<file path="config.mk">
export PLATFORM = sky130hd
export DESIGN_NAME = dcache_responder
export DESIGN_NICKNAME = d
export VERILOG_FILES = /design/src/rtl/dcache_responder_pkg.sv /design/src/rtl/dcache_array.sv /design/src/rtl/dcache_responder.sv
export SDC_FILE = /design/constraint.sdc
export NUM_CORES = 2
export LEC_CHECK = 0
export BUFFER_PORTS_ARGS = -buffer_cell sky130_fd_sc_hd__buf_2
export CORE_UTILIZATION = 56
export DETAILED_ROUTE_END_ITERATION = 8
export HOLD_SLACK_MARGIN = 0.03
export PLACE_DENSITY = 0.78
export REMOVE_ABC_BUFFERS = 1
export SKIP_LAST_GASP = 1
export SLEW_MARGIN = 5
export SYNTH_ARGS = -nofsm -noshare
export SYNTH_HDL_FRONTEND = slang
export SYNTH_HIERARCHICAL = 1
export SYNTH_SLANG_ARGS = --single-unit
</file>
<file path="constraint.sdc">
create_clock -name clk -period 5.4 [get_ports clk]
set_input_delay 0.54 -clock clk [delete_from_list [all_inputs] [get_ports clk]]
set_output_delay 0.54 -clock clk [all_outputs]
set_load 0.01 [all_outputs]
</file>
<file path="src/rtl/dcache_responder_pkg.sv">
// Shared definitions for the data-cache responder.
// Contents: FSM state encoding, default uncached-region base, word and
// byte-enable widths, and a byte-enable merge helper used by the line store.
package dcache_responder_pkg;

  localparam int unsigned WORD_W = 32;
  localparam int unsigned BE_W   = 4;

  // Addresses at or above this value bypass the cache.
  localparam logic [31:0] MMIO_BASE_DEFAULT = 32'hFFFF_FC00;

  typedef enum logic [1:0] {
    DC_IDLE  = 2'd0,
    DC_FILL  = 2'd1,
    DC_RESP  = 2'd2,
    DC_WRITE = 2'd3
  } dc_state_e;

  // Replace the bytes of old_word selected by be with the bytes of new_word.
  function automatic logic [WORD_W-1:0] be_merge(input logic [WORD_W-1:0] old_word,
                                                 input logic [WORD_W-1:0] new_word,
                                                 input logic [BE_W-1:0]   be);
    logic [WORD_W-1:0] r;
    r = old_word;
    for (int b = 0; b < BE_W; b++) begin
      if (be[b]) r[8*b +: 8] = new_word[8*b +: 8];
    end
    return r;
  endfunction

endpackage

</file>
<file path="src/rtl/dcache_array.sv">
// Line storage for the direct-mapped data cache: valid, tag and data arrays.
// Ports:
//   clk, rst              clock, asynchronous active-high reset (clears valid bits)
//   rd_index              lookup index; rd_valid/rd_tag/rd_data are combinational
//   wr_en, wr_index       write strobe and target line
//   wr_be, wr_data        byte-enabled data write
//   wr_fill, wr_tag       when set, also writes the tag and marks the line valid
module dcache_array
  import dcache_responder_pkg::*;
#(
  parameter int unsigned INDEX_BITS = 6,
  parameter int unsigned TAG_BITS   = 24
) (
  input  logic                  clk,
  input  logic                  rst,
  input  logic [INDEX_BITS-1:0] rd_index,
  output logic                  rd_valid,
  output logic [TAG_BITS-1:0]   rd_tag,
  output logic [WORD_W-1:0]     rd_data,
  input  logic                  wr_en,
  input  logic [INDEX_BITS-1:0] wr_index,
  input  logic [BE_W-1:0]       wr_be,
  input  logic [WORD_W-1:0]     wr_data,
  input  logic                  wr_fill,
  input  logic [TAG_BITS-1:0]   wr_tag
);

  localparam int unsigned LINES = 1 << INDEX_BITS;

  logic [LINES-1:0]    valid_q;
  logic [TAG_BITS-1:0] tag_q  [LINES];
  logic [WORD_W-1:0]   data_q [LINES];

  always_ff @(posedge clk or posedge rst) begin
    if (rst) begin
      valid_q <= '0;
    end else if (wr_en && wr_fill) begin
      valid_q[wr_index] <= 1'b1;
    end
  end

  // Tag and data need no reset: they are ignored until the valid bit is set.
  always_ff @(posedge clk) begin
    if (wr_en) begin
      data_q[wr_index] <= be_merge(data_q[wr_index], wr_data, wr_be);
      if (wr_fill) tag_q[wr_index] <= wr_tag;
    end
  end

  assign rd_valid = valid_q[rd_index];
  assign rd_tag   = tag_q[rd_index];
  assign rd_data  = data_q[rd_index];

endmodule

</file>
<file path="src/rtl/dcache_responder.sv">
// Direct-mapped, write-through, no-write-allocate data cache between the MEM
// stage and memory port B. Generates the pipeline data stall. Addresses at or
// above MMIO_BASE always go to memory.
// Ports:
//   clk, rst                         clock, asynchronous active-high reset
//   req_read, req_write              MEM-stage load / store request
//   req_addr, req_wdata, req_be      request byte address, store data, byte enables
//   rdata                            load result (valid when req_read && !stall)
//   stall                            pipeline-wide data stall
//   mem_addr, mem_wdata, mem_be      backing-memory address / write data / enables
//   mem_we                           one-cycle backing-memory write strobe
//   mem_rdata                        backing-memory read data (MEM_LATENCY cycles)
// Optional: define DCACHE_STATS_EN to add saturating hit_count / miss_count
// outputs counting completed cached loads.
module dcache_responder
  import dcache_responder_pkg::*;
#(
  parameter int unsigned INDEX_BITS  = 6,
  parameter int unsigned MEM_LATENCY = 2,
  parameter logic [31:0] MMIO_BASE   = MMIO_BASE_DEFAULT
) (
  input  logic              clk,
  input  logic              rst,
  input  logic              req_read,
  input  logic              req_write,
  input  logic [31:0]       req_addr,
  input  logic [WORD_W-1:0] req_wdata,
  input  logic [BE_W-1:0]   req_be,
  output logic [WORD_W-1:0] rdata,
  output logic              stall,
  output logic [31:0]       mem_addr,
  output logic [WORD_W-1:0] mem_wdata,
  output logic [BE_W-1:0]   mem_be,
  output logic              mem_we,
  input  logic [WORD_W-1:0] mem_rdata
`ifdef DCACHE_STATS_EN
  ,
  output logic [31:0]       hit_count,
  output logic [31:0]       miss_count
`endif
);

  localparam int unsigned TAG_BITS = 32 - INDEX_BITS - 2;
  localparam int unsigned CNT_W    = (MEM_LATENCY > 1) ? $clog2(MEM_LATENCY) : 1;

  dc_state_e         state_q, state_d;
  logic [CNT_W-1:0]  cnt_q, cnt_d;
  logic [WORD_W-1:0] resp_q, resp_d;
  logic [WORD_W-1:0] rdata_q;
  logic [31:0]       mem_addr_q;
  logic [WORD_W-1:0] mem_wdata_q;

  logic [INDEX_BITS-1:0] req_index, fill_index, arr_index;
  logic [TAG_BITS-1:0]   req_tag, fill_tag, arr_tag;
  logic                  req_uncached, fill_uncached, hit;
  logic                  rd_valid;
  logic [TAG_BITS-1:0]   rd_tag;
  logic [WORD_W-1:0]     rd_data, arr_wdata;
  logic [BE_W-1:0]       arr_be;
  logic                  arr_we, arr_fill;

  assign req_index    = req_addr[INDEX_BITS+1:2];
  assign req_tag      = req_addr[31:INDEX_BITS+2];
  assign req_uncached = (req_addr >= MMIO_BASE);

  // The fill completes from the latched address so a dropped request still
  // lands in the right line.
  assign fill_index    = mem_addr_q[INDEX_BITS+1:2];
  assign fill_tag      = mem_addr_q[31:INDEX_BITS+2];
  assign fill_uncached = (mem_addr_q >= MMIO_BASE);

  assign hit = rd_valid && (rd_tag == req_tag) && !req_uncached;

  dcache_array #(
    .INDEX_BITS (INDEX_BITS),
    .TAG_BITS   (TAG_BITS)
  ) u_array (
    .clk      (clk),
    .rst      (rst),
    .rd_index (req_index),
    .rd_valid (rd_valid),
    .rd_tag   (rd_tag),
    .rd_data  (rd_data),
    .wr_en    (arr_we),
    .wr_index (arr_index),
    .wr_be    (arr_be),
    .wr_data  (arr_wdata),
    .wr_fill  (arr_fill),
    .wr_tag   (arr_tag)
  );

  always_comb begin
    state_d   = state_q;
    cnt_d     = cnt_q;
    resp_d    = resp_q;
    stall     = 1'b0;
    mem_we    = 1'b0;
    mem_be    = '0;
    mem_addr  = mem_addr_q;
    mem_wdata = mem_wdata_q;
    rdata     = rdata_q;
    arr_we    = 1'b0;
    arr_fill  = 1'b0;
    arr_index = req_index;
    arr_tag   = req_tag;
    arr_be    = req_be;
    arr_wdata = req_wdata;

    unique case (state_q)
      DC_IDLE: begin
        if (req_read) begin
          if (hit) begin
            rdata = rd_data;
          end else begin
            stall    = 1'b1;
            mem_addr = {req_addr[31:2], 2'b00};
            cnt_d    = CNT_W'(MEM_LATENCY - 1);
            state_d  = DC_FILL;
          end
        end else if (req_write) begin
          stall   = 1'b1;
          state_d = DC_WRITE;
        end
      end
      DC_FILL: begin
        stall = 1'b1;
        if (cnt_q == '0) begin
          resp_d  = mem_rdata;
          state_d = DC_RESP;
          if (!fill_uncached) begin
            arr_we    = 1'b1;
            arr_fill  = 1'b1;
            arr_index = fill_index;
            arr_tag   = fill_tag;
            arr_be    = '1;
            arr_wdata = mem_rdata;
          end
        end else begin
          cnt_d = cnt_q - CNT_W'(1);
        end
      end
      DC_RESP: begin
        rdata   = resp_q;
        state_d = DC_IDLE;
      end
      DC_WRITE: begin
        mem_we    = 1'b1;
        mem_be    = req_be;
        mem_addr  = {req_addr[31:2], 2'b00};
        mem_wdata = req_wdata;
        // Write-through; only update the line if it is already present.
        arr_we    = hit;
        state_d   = DC_IDLE;
      end
      default: state_d = DC_IDLE;
    endcase

    // Outputs drop to their reset values the moment reset is asserted.
    if (rst) begin
      stall     = 1'b0;
      mem_we    = 1'b0;
      mem_be    = '0;
      mem_addr  = '0;
      mem_wdata = '0;
      rdata     = '0;
      arr_we    = 1'b0;
    end
  end

  always_ff @(posedge clk or posedge rst) begin
    if (rst) begin
      state_q     <= DC_IDLE;
      cnt_q       <= '0;
      resp_q      <= '0;
      rdata_q     <= '0;
      mem_addr_q  <= '0;
      mem_wdata_q <= '0;
    end else begin
      state_q     <= state_d;
      cnt_q       <= cnt_d;
      resp_q      <= resp_d;
      rdata_q     <= rdata;
      mem_addr_q  <= mem_addr;
      mem_wdata_q <= mem_wdata;
    end
  end

`ifdef DCACHE_STATS_EN
  logic stat_hit, stat_miss;

  assign stat_hit  = (state_q == DC_IDLE) && req_read && hit;
  assign stat_miss = (state_q == DC_FILL) && (cnt_q == '0) && !fill_uncached;

  always_ff @(posedge clk or posedge rst) begin
    if (rst) begin
      hit_count  <= '0;
      miss_count <= '0;
    end else begin
      if (stat_hit && (hit_count != 32'hFFFF_FFFF)) hit_count <= hit_count + 32'd1;
      if (stat_miss && (miss_count != 32'hFFFF_FFFF)) miss_count <= miss_count + 32'd1;
    end
  end
`endif

endmodule

</file>
; ---- After elaboration in Yosys (flattened, before gate mapping)
; Memory sizes are Yosys's and may differ from the RTL's.
; Index checks and enable logic that the tools add are counted.
[totals]
reg_bits = 195
ramBits = 3584
input_bits = 104
out_inout_bits = 102
word_cells = 107
n_memories = 2
[op_classes]
add_sub_neg = 1
n_lt_le_gt_ge = 5
n_eq_ne = 13
muxes = 62
bitwise_logic = 2
n_reduce_logical = 15
[memory_table]
columns = name, words, width, read_ports, rd_clocked_by_memory_dff, write_ports, line_no
row1 = u_array.data_q, 64, 32, 1, 0, 1, dcache_array.sv:32  ; logic [WORD_W-1:0] data_q [LINES];
row2 = u_array.tag_q, 64, 24, 1, 0, 1, dcache_array.sv:31  ; logic [TAG_BITS-1:0] tag_q [LINES];
[op_table]
columns = op, n
row1 = $mux W32, 11
row2 = $pmux W32 S2, 2
row3 = $mux W24, 3
row4 = $ge A32 B32 Y1 const B, 2
row5 = $mux W8, 8
row6 = $or A64 B64 Y64, 1
row7 = $eq A24 B24 Y1, 1
row8 = $mux W1, 20
row9 = $mux W4, 5
row10 = $mux W6, 3
row11 = $lt A6 B7 Y1 const B, 2
row12 = $ne A2 B2 Y1 const B, 7
row13 = $reduce_and A2 Y1, 5
row14 = $mux W2, 4
row15 = $bmux W1 S6, 1
row16 = $demux W1 S6, 1
row17 = $ge A6 B1 Y1 const B, 1
row18 = $ne A3 B3 Y1 const B, 2
row19 = $pmux W1 S2, 3
row20 = $pmux W2 S3, 1
row21 = $reduce_and A3 Y1, 2
row22 = $eq A2 B2 Y1 const B, 2
row23 = $logic_and A1 B1 Y1, 4
row24 = $eq A2 B1 Y1 const B, 1
row25 = 6 further kinds, 6

; ---- Depth between registers and ports, before layout
[depth]
word_depth = 9
depth_mapped = 22
depth_no_buf = 14

; ---- Hierarchy
; Netlist, hierarchy kept.
[modules_own_cells]
columns = module, instances, cells_per_inst, area_each_um2, seq_area_each_um2
row1 = dcache_array, 1, 6260, 139214.8, 109224.8
row2 = dcache_responder, 1, 587, 6633.9, 3278.1

; ---- Worst setup path after synthesis
; Ideal clock, no wire load.
[synth_timing]
kind = input -> register
start = input port rst
end = memory u_array.tag_q[17][0], enable pin
setup_ns = 0.406
arrival_time_ns = 5.441
t_required_ns = 4.994
setup_slack_ns = -0.447
stages = 7
n_path_buf = 3
path_cell_list = clkbuf_1 -> inv_1 -> o21a_1 -> clkbuf_1 -> nand2_1 -> clkbuf_1 -> nor2_1
[synth_between]
elab_chain_cells = 3
[synth_rtl]
columns = element, line_no
row1 = "start, declared", dcache_responder.sv:23  ; input logic rst,
row2 = $mux W1, dcache_responder.sv:159  ; if (rst) begin
row3 = net arr_we, dcache_responder.sv:60  ; logic arr_we, arr_fill;
row4 = $mux W1, dcache_array.sv:44  ; if (wr_en) begin
row5 = $mux W1 (implied by the code), dcache_array.sv:46  ; if (wr_fill) tag_q[wr_index] <= wr_tag;
row6 = "end, declared", dcache_array.sv:31
; The timed path passes the listed nets, and every way through them passes these cells.

; ---- Final worst setup path
[layout_timing]
start = input port req_addr[7]
end = output port rdata[30]
[layout_between]
elab_chain_cells = 8
elab_cells_between_ends = 13
[layout_rtl]
columns = element, line_no
row1 = "start, declared", dcache_responder.sv:26  ; input logic [31:0] req_addr,
row2 = $mem_v2 Z64 W24, n/a
row3 = net rd_tag[22], dcache_responder.sv:57  ; logic [TAG_BITS-1:0] rd_tag;
row4 = $eq A24 B24 Y1, dcache_responder.sv:72  ; assign hit = rd_valid && (rd_tag == req_tag) && !req_uncached;
row5 = $logic_and A1 B1 Y1 (2 in series), dcache_responder.sv:72
row6 = $mux W32, dcache_responder.sv:112  ; if (hit) begin
row7 = $mux W32, dcache_responder.sv:111  ; if (req_read) begin
row8 = $pmux W32 S2, dcache_responder.sv:109  ; unique case (state_q)
row9 = $mux W32, dcache_responder.sv:159
row10 = "end, declared", dcache_responder.sv:29  ; output logic [WORD_W-1:0] rdata,
; The timed path passes the listed nets, and every way through them passes these cells. The select of a mux whose other input is x is not followed.

==> results.md <==
- The initial utilization of the core area, before any placement, comes to 56.6%.
- For this run, the slowest stage of the critical path takes 0.55 ns.
- The via count is 81401.
- The normalized max-slew margin is 7.71%.
- The floorplan step defined a core boundary enclosing 258000 um^2.
- The iteration count of the initial detailed-routing pass is 9.
- The routed wire length per instance is 37.1 um.
- For this run, asynchronously set or reset flops after synthesis account for 5.16%.
- The static leakage is 56.2 nW.
- The die area is 262000 um^2.
- In the post-route analysis, the smallest setup slack over all paths is -0.299 ns.
- The checks that failed: DRC, setup timing.
- The max capacitance violation total is 0.
- At the end of the flow, the number of nets in the layout was 8035.
- The multi-input combinational cells in the finished layout cover a total of 32200 um^2.
- The floorplan die width is 512 um.
- The detail route stage leaves a number of antenna-violating nets equal to 0.
- The data arrival time at the worst-slack endpoint is 5.16 ns.
- Clock-pin slew was measured on the worst setup and hold paths at 0.07 ns.
- Sorting the synthesized cells by how often they occur yields sky130_fd_sc_hd__edfxtp_1, sky130_fd_sc_hd__mux4_2, sky130_fd_sc_hd__nor2_1, sky130_fd_sc_hd__o22ai_1, sky130_fd_sc_hd__clkbuf_1.
- No sink is reached through more buffers than the 4 on the longest clock path.
- The cell total after placement is 10828.
- The initial antenna violation count is 34.
- The total number of clock tree sinks is 3779.
- The detailed router's first-iteration violation count is 13678.
- In this run the worst path has a maximum fanout of 10.
- The cell family contributing the most delay on the critical path is simple AND/OR/NAND/NOR gates.
- The slew at the pin closest to its max-slew limit is 1.38 ns.
- The count of placed standard cells in the final layout, fillers left out is 11616.
- Port buffering added 203 buffers.
- The library cell contributing the largest single delay on the critical path is sky130_fd_sc_hd__nor2b_1.
- In this run the number of H-tree levels came out at 5.
- After synthesis the cells add up to 146000 um^2.
- The overall track demand over capacity in global routing is 32.6%.
- Counting the fill cells in the layout gives 15067.
- Clock skew on the completed layout was measured at 0.0860 ns.
- STA classifies the critical path startpoint as a primary input.
- Counting flops with a built-in enable in the synthesized netlist gives 3584.
- Sequential elements use 77.1% of the synthesized area.
- After legalization and detailed placement, the total HPWL measured 253 mm.
- The total of warnings raised by yosys is 6.
- Setup repair after global routing could not meet its margin everywhere.
- VDD sags by at most 0.000354 V.
- The count of boundary I/O pins is 206.
- The total number of placement rows is 186.
- The area share of the largest cell type after synthesis is 73.8%.
- Synthesis inferred 3779 register bits.
- Averaged over all synthesized cells, the footprint is 21.3 um^2.
- The area growth from synthesis to layout is 17.1%.
- The part of the cycle the worst path needs is 106%.
- For this run, the top clock speed supported by timing is 0.175 GHz.
- The via-per-instance ratio is 7.01.
- The path type of the worst min-delay path is in2reg.
- Entering global routing, the biggest net connects 95 pins.
- STA classifies the critical path endpoint as a primary output.
- The class of the most critical setup path is in2out.
- The number of different library cells in the post-synthesis netlist is 62.
- In this run the vertical extent of the chip is 512 um.
- The count of final max-slew check failures was 0.
- The cell count after synthesis is 6847.
- The via count of the first global-routing pass is 81302.
- The remaining global-route overflow is 0.
- The final-report setup violation count is 65.
- Among all cell types in the netlist, the one instantiated most often is sky130_fd_sc_hd__edfxtp_1.
- For this design the ratio of total power to cell area is 394 nW/um^2.
- The count of endpoints failing hold in the final timing report is 0.
- The worst endpoint required time is 4.86 ns.
- Walking the worst path, the cells encountered are buf_2, buf_4, nor2b_1, nand2_1, a211oi_2, buf_4, nor4_4, o21a_4, xnor2_2, nand4_1, nor4_4, buf_6, buf_6, nand4_4, buf_12, buf_12, o311ai_2, buf_2.
- Together, buffers and inverters on the worst path number 8.
- The number of buffers added by the clock tree synthesis step is 373.
- TritonCTS built the clock tree.
- The post-route netlist has 34.3% of its cells at a drive strength greater than 1.
- In the post-synthesis netlist, the biggest area contributors are sky130_fd_sc_hd__edfxtp_1, sky130_fd_sc_hd__mux4_2, sky130_fd_sc_hd__dfrtp_1.
- Among all flip-flop cells after synthesis, the most frequent one is sky130_fd_sc_hd__edfxtp_1.
- Summed over all instances, the cell type with the most area after synthesis is sky130_fd_sc_hd__edfxtp_1.
- Routability-driven placement finished with a final weighted congestion of 0.936.
- For this run, design rule violations remaining after detail routing come to 3.
- The area used by sequential logic in the layout is 113000 um^2.
- The first global-routing pass estimated 599 mm of wire.
- The clock insertion delay at the later pin of the skew report is 1.04 ns.
- Subtracting the final worst setup slack from the clock period gives 5.70 ns.
- The root buffer cell chosen for the clock tree is sky130_fd_sc_hd__clkbuf_16.
- The total length of routed wires is 431 mm.
- The post-route total power is 67.2 mW.
- The flow ran to the end, but the final reports show violations.
-- sequential cells by signal, indices dropped and copies added, names as in the netlist --
register and flops:
u_array/valid_q 64, mem_addr_q 32, resp_q 32, cnt_q 1, u_array/tag_q 1536, rdata_q 32, u_array/data_q 2048, state_q 2
mem_wdata_q 32
-- tightest hold or removal path, cell delays in order --
cell and delay (ns):
sky130_fd_sc_hd__buf_2 0.21, sky130_fd_sc_hd__inv_1 0.12, sky130_fd_sc_hd__o2bb2ai_1 0.12, sky130_fd_sc_hd__a21o_1 0.12
-- repair_timing --
action	CTS	global route
setup endpoints to repair	65	64
resized for setup	44	68
buffers inserted	5	14
pin swaps	12	17
cloned	4	2
hold endpoints to repair	201	0
hold buffers	90	0
-- cells by family after synthesis --
family | count (synthesis) | share of synthesized area [%]
AND/OR/NAND/NOR | 826 | 2.63
adder cells (fa/ha/maj) | 4 | 0.0343
flip-flops | 3779 | 77.1
XOR/XNOR | 24 | 0.144
multiplexers | 1128 | 15.5
AO/OA/AOI/OAI | 633 | 3.01
buffers and inverters | 453 | 1.55
-- layer usage --
metal	part of all wire (%)	track usage, %
met5	0.13	0.311
met4	7.9	21.5
met3	14	9.96
met2	47	50.4
met1	31	40.1
-- power by group --
part / total, mW / leakage, nW / internal (mW) / switching, mW
Clock: 25.3 / 5.72 / 14.4 / 10.9
Combinational: 7.46 / 15.6 / 2.17 / 5.28
Sequential: 34.5 / 34.9 / 34.3 / 0.238
Total: 67.2 / 56.2 / 50.8 / 16.4
-- placed cells by master (no fill, tap or decap), types with 13 or more instances in the layout --
cell type / netlist / layout
sky130_fd_sc_hd__bufinv_16: 0 / 29
sky130_fd_sc_hd__nor4_1: 46 / 43
sky130_fd_sc_hd__o22a_1: 24 / 24
sky130_fd_sc_hd__dfrtp_1: 195 / 195
sky130_fd_sc_hd__clkinv_2: 0 / 82
sky130_fd_sc_hd__clkinv_1: 0 / 58
sky130_fd_sc_hd__a22o_1: 34 / 31
sky130_fd_sc_hd__inv_1: 40 / 38
sky130_fd_sc_hd__o21ai_1: 45 / 44
sky130_fd_sc_hd__or2_2: 70 / 71
sky130_fd_sc_hd__clkinvlp_4: 0 / 13
sky130_fd_sc_hd__mux2i_1: 98 / 98
sky130_fd_sc_hd__clkbuf_1: 205 / 74
sky130_fd_sc_hd__buf_12: 2 / 130
sky130_fd_sc_hd__nand3_1: 45 / 38
sky130_fd_sc_hd__a21oi_1: 51 / 50
sky130_fd_sc_hd__o311ai_2: 0 / 22
sky130_fd_sc_hd__a211oi_1: 38 / 34
sky130_fd_sc_hd__mux2_2: 141 / 137
sky130_fd_sc_hd__a22oi_1: 23 / 23
sky130_fd_sc_hd__o21a_1: 20 / 18
sky130_fd_sc_hd__o22ai_1: 262 / 256
sky130_fd_sc_hd__edfxtp_1: 3584 / 3584
sky130_fd_sc_hd__mux4_2: 889 / 889
sky130_fd_sc_hd__nor2b_1: 37 / 34
sky130_fd_sc_hd__dlygate4sd3_1: 0 / 90
sky130_fd_sc_hd__nor2_1: 401 / 337
sky130_fd_sc_hd__nand2_1: 123 / 112
sky130_fd_sc_hd__nor3_1: 33 / 31
sky130_fd_sc_hd__diode_2: 0 / 21
sky130_fd_sc_hd__buf_2: 101 / 193
sky130_fd_sc_hd__nand4_1: 15 / 15
sky130_fd_sc_hd__o221ai_1: 60 / 58
sky130_fd_sc_hd__nor2_4: 0 / 60
sky130_fd_sc_hd__buf_4: 60 / 688
sky130_fd_sc_hd__clkbuf_16: 0 / 382
sky130_fd_sc_hd__xnor2_1: 24 / 23
-- per-stage QoR --
stage	instance area [um^2]	TNS [ns]	hold slack [ns]	worst slack (ns)	utilization, %
after floorplan	144000	-	0.434	-3.56	-
after global placement	157000	-898.08	0.446	-0.337	61.0
after detailed placement	157000	-1088.11	0.449	-0.384	61.0
after CTS	170000	-0.193	0.0963	-0.0406	66.0
after global routing	171000	-6.33	0.151	-0.171	66.2
final	171000	-14.22	0.153	-0.299	66.2
-- layout make-up --
cell class	count	share of cell area [%]
Sequential cell	3779	65.9
Clock buffer	461	5.79
Tap cell	3384	2.48
Multi-Input combinational cell	2615	18.9
Antenna cell	21	0.0308
Inverter	40	0.0909
Clock inverter	198	1.03
Timing Repair Buffer	1118	5.82
-- worst paths after layout --
| kind | startpoint | end | slack (ns) | cells past startpoint |
|---|---|---|---|---|
| max reg2reg | state_q[1] | u_array/tag_q[0][15] | 0.06 | 9 |
| max | req_addr[7] | rdata[30] | -0.30 | 18 |
| min reg2reg | resp_q[18] | rdata_q[18] | 0.46 | 2 |
| min in group asynchronous | rst | u_array/valid_q[47] | 0.43 | 3 |
| max in group asynchronous | rst | rdata_q[12] | 3.61 | 4 |
| min | req_read | state_q[1] | 0.15 | 4 |
No activity file was read; power rests on OpenSTA's default activity.
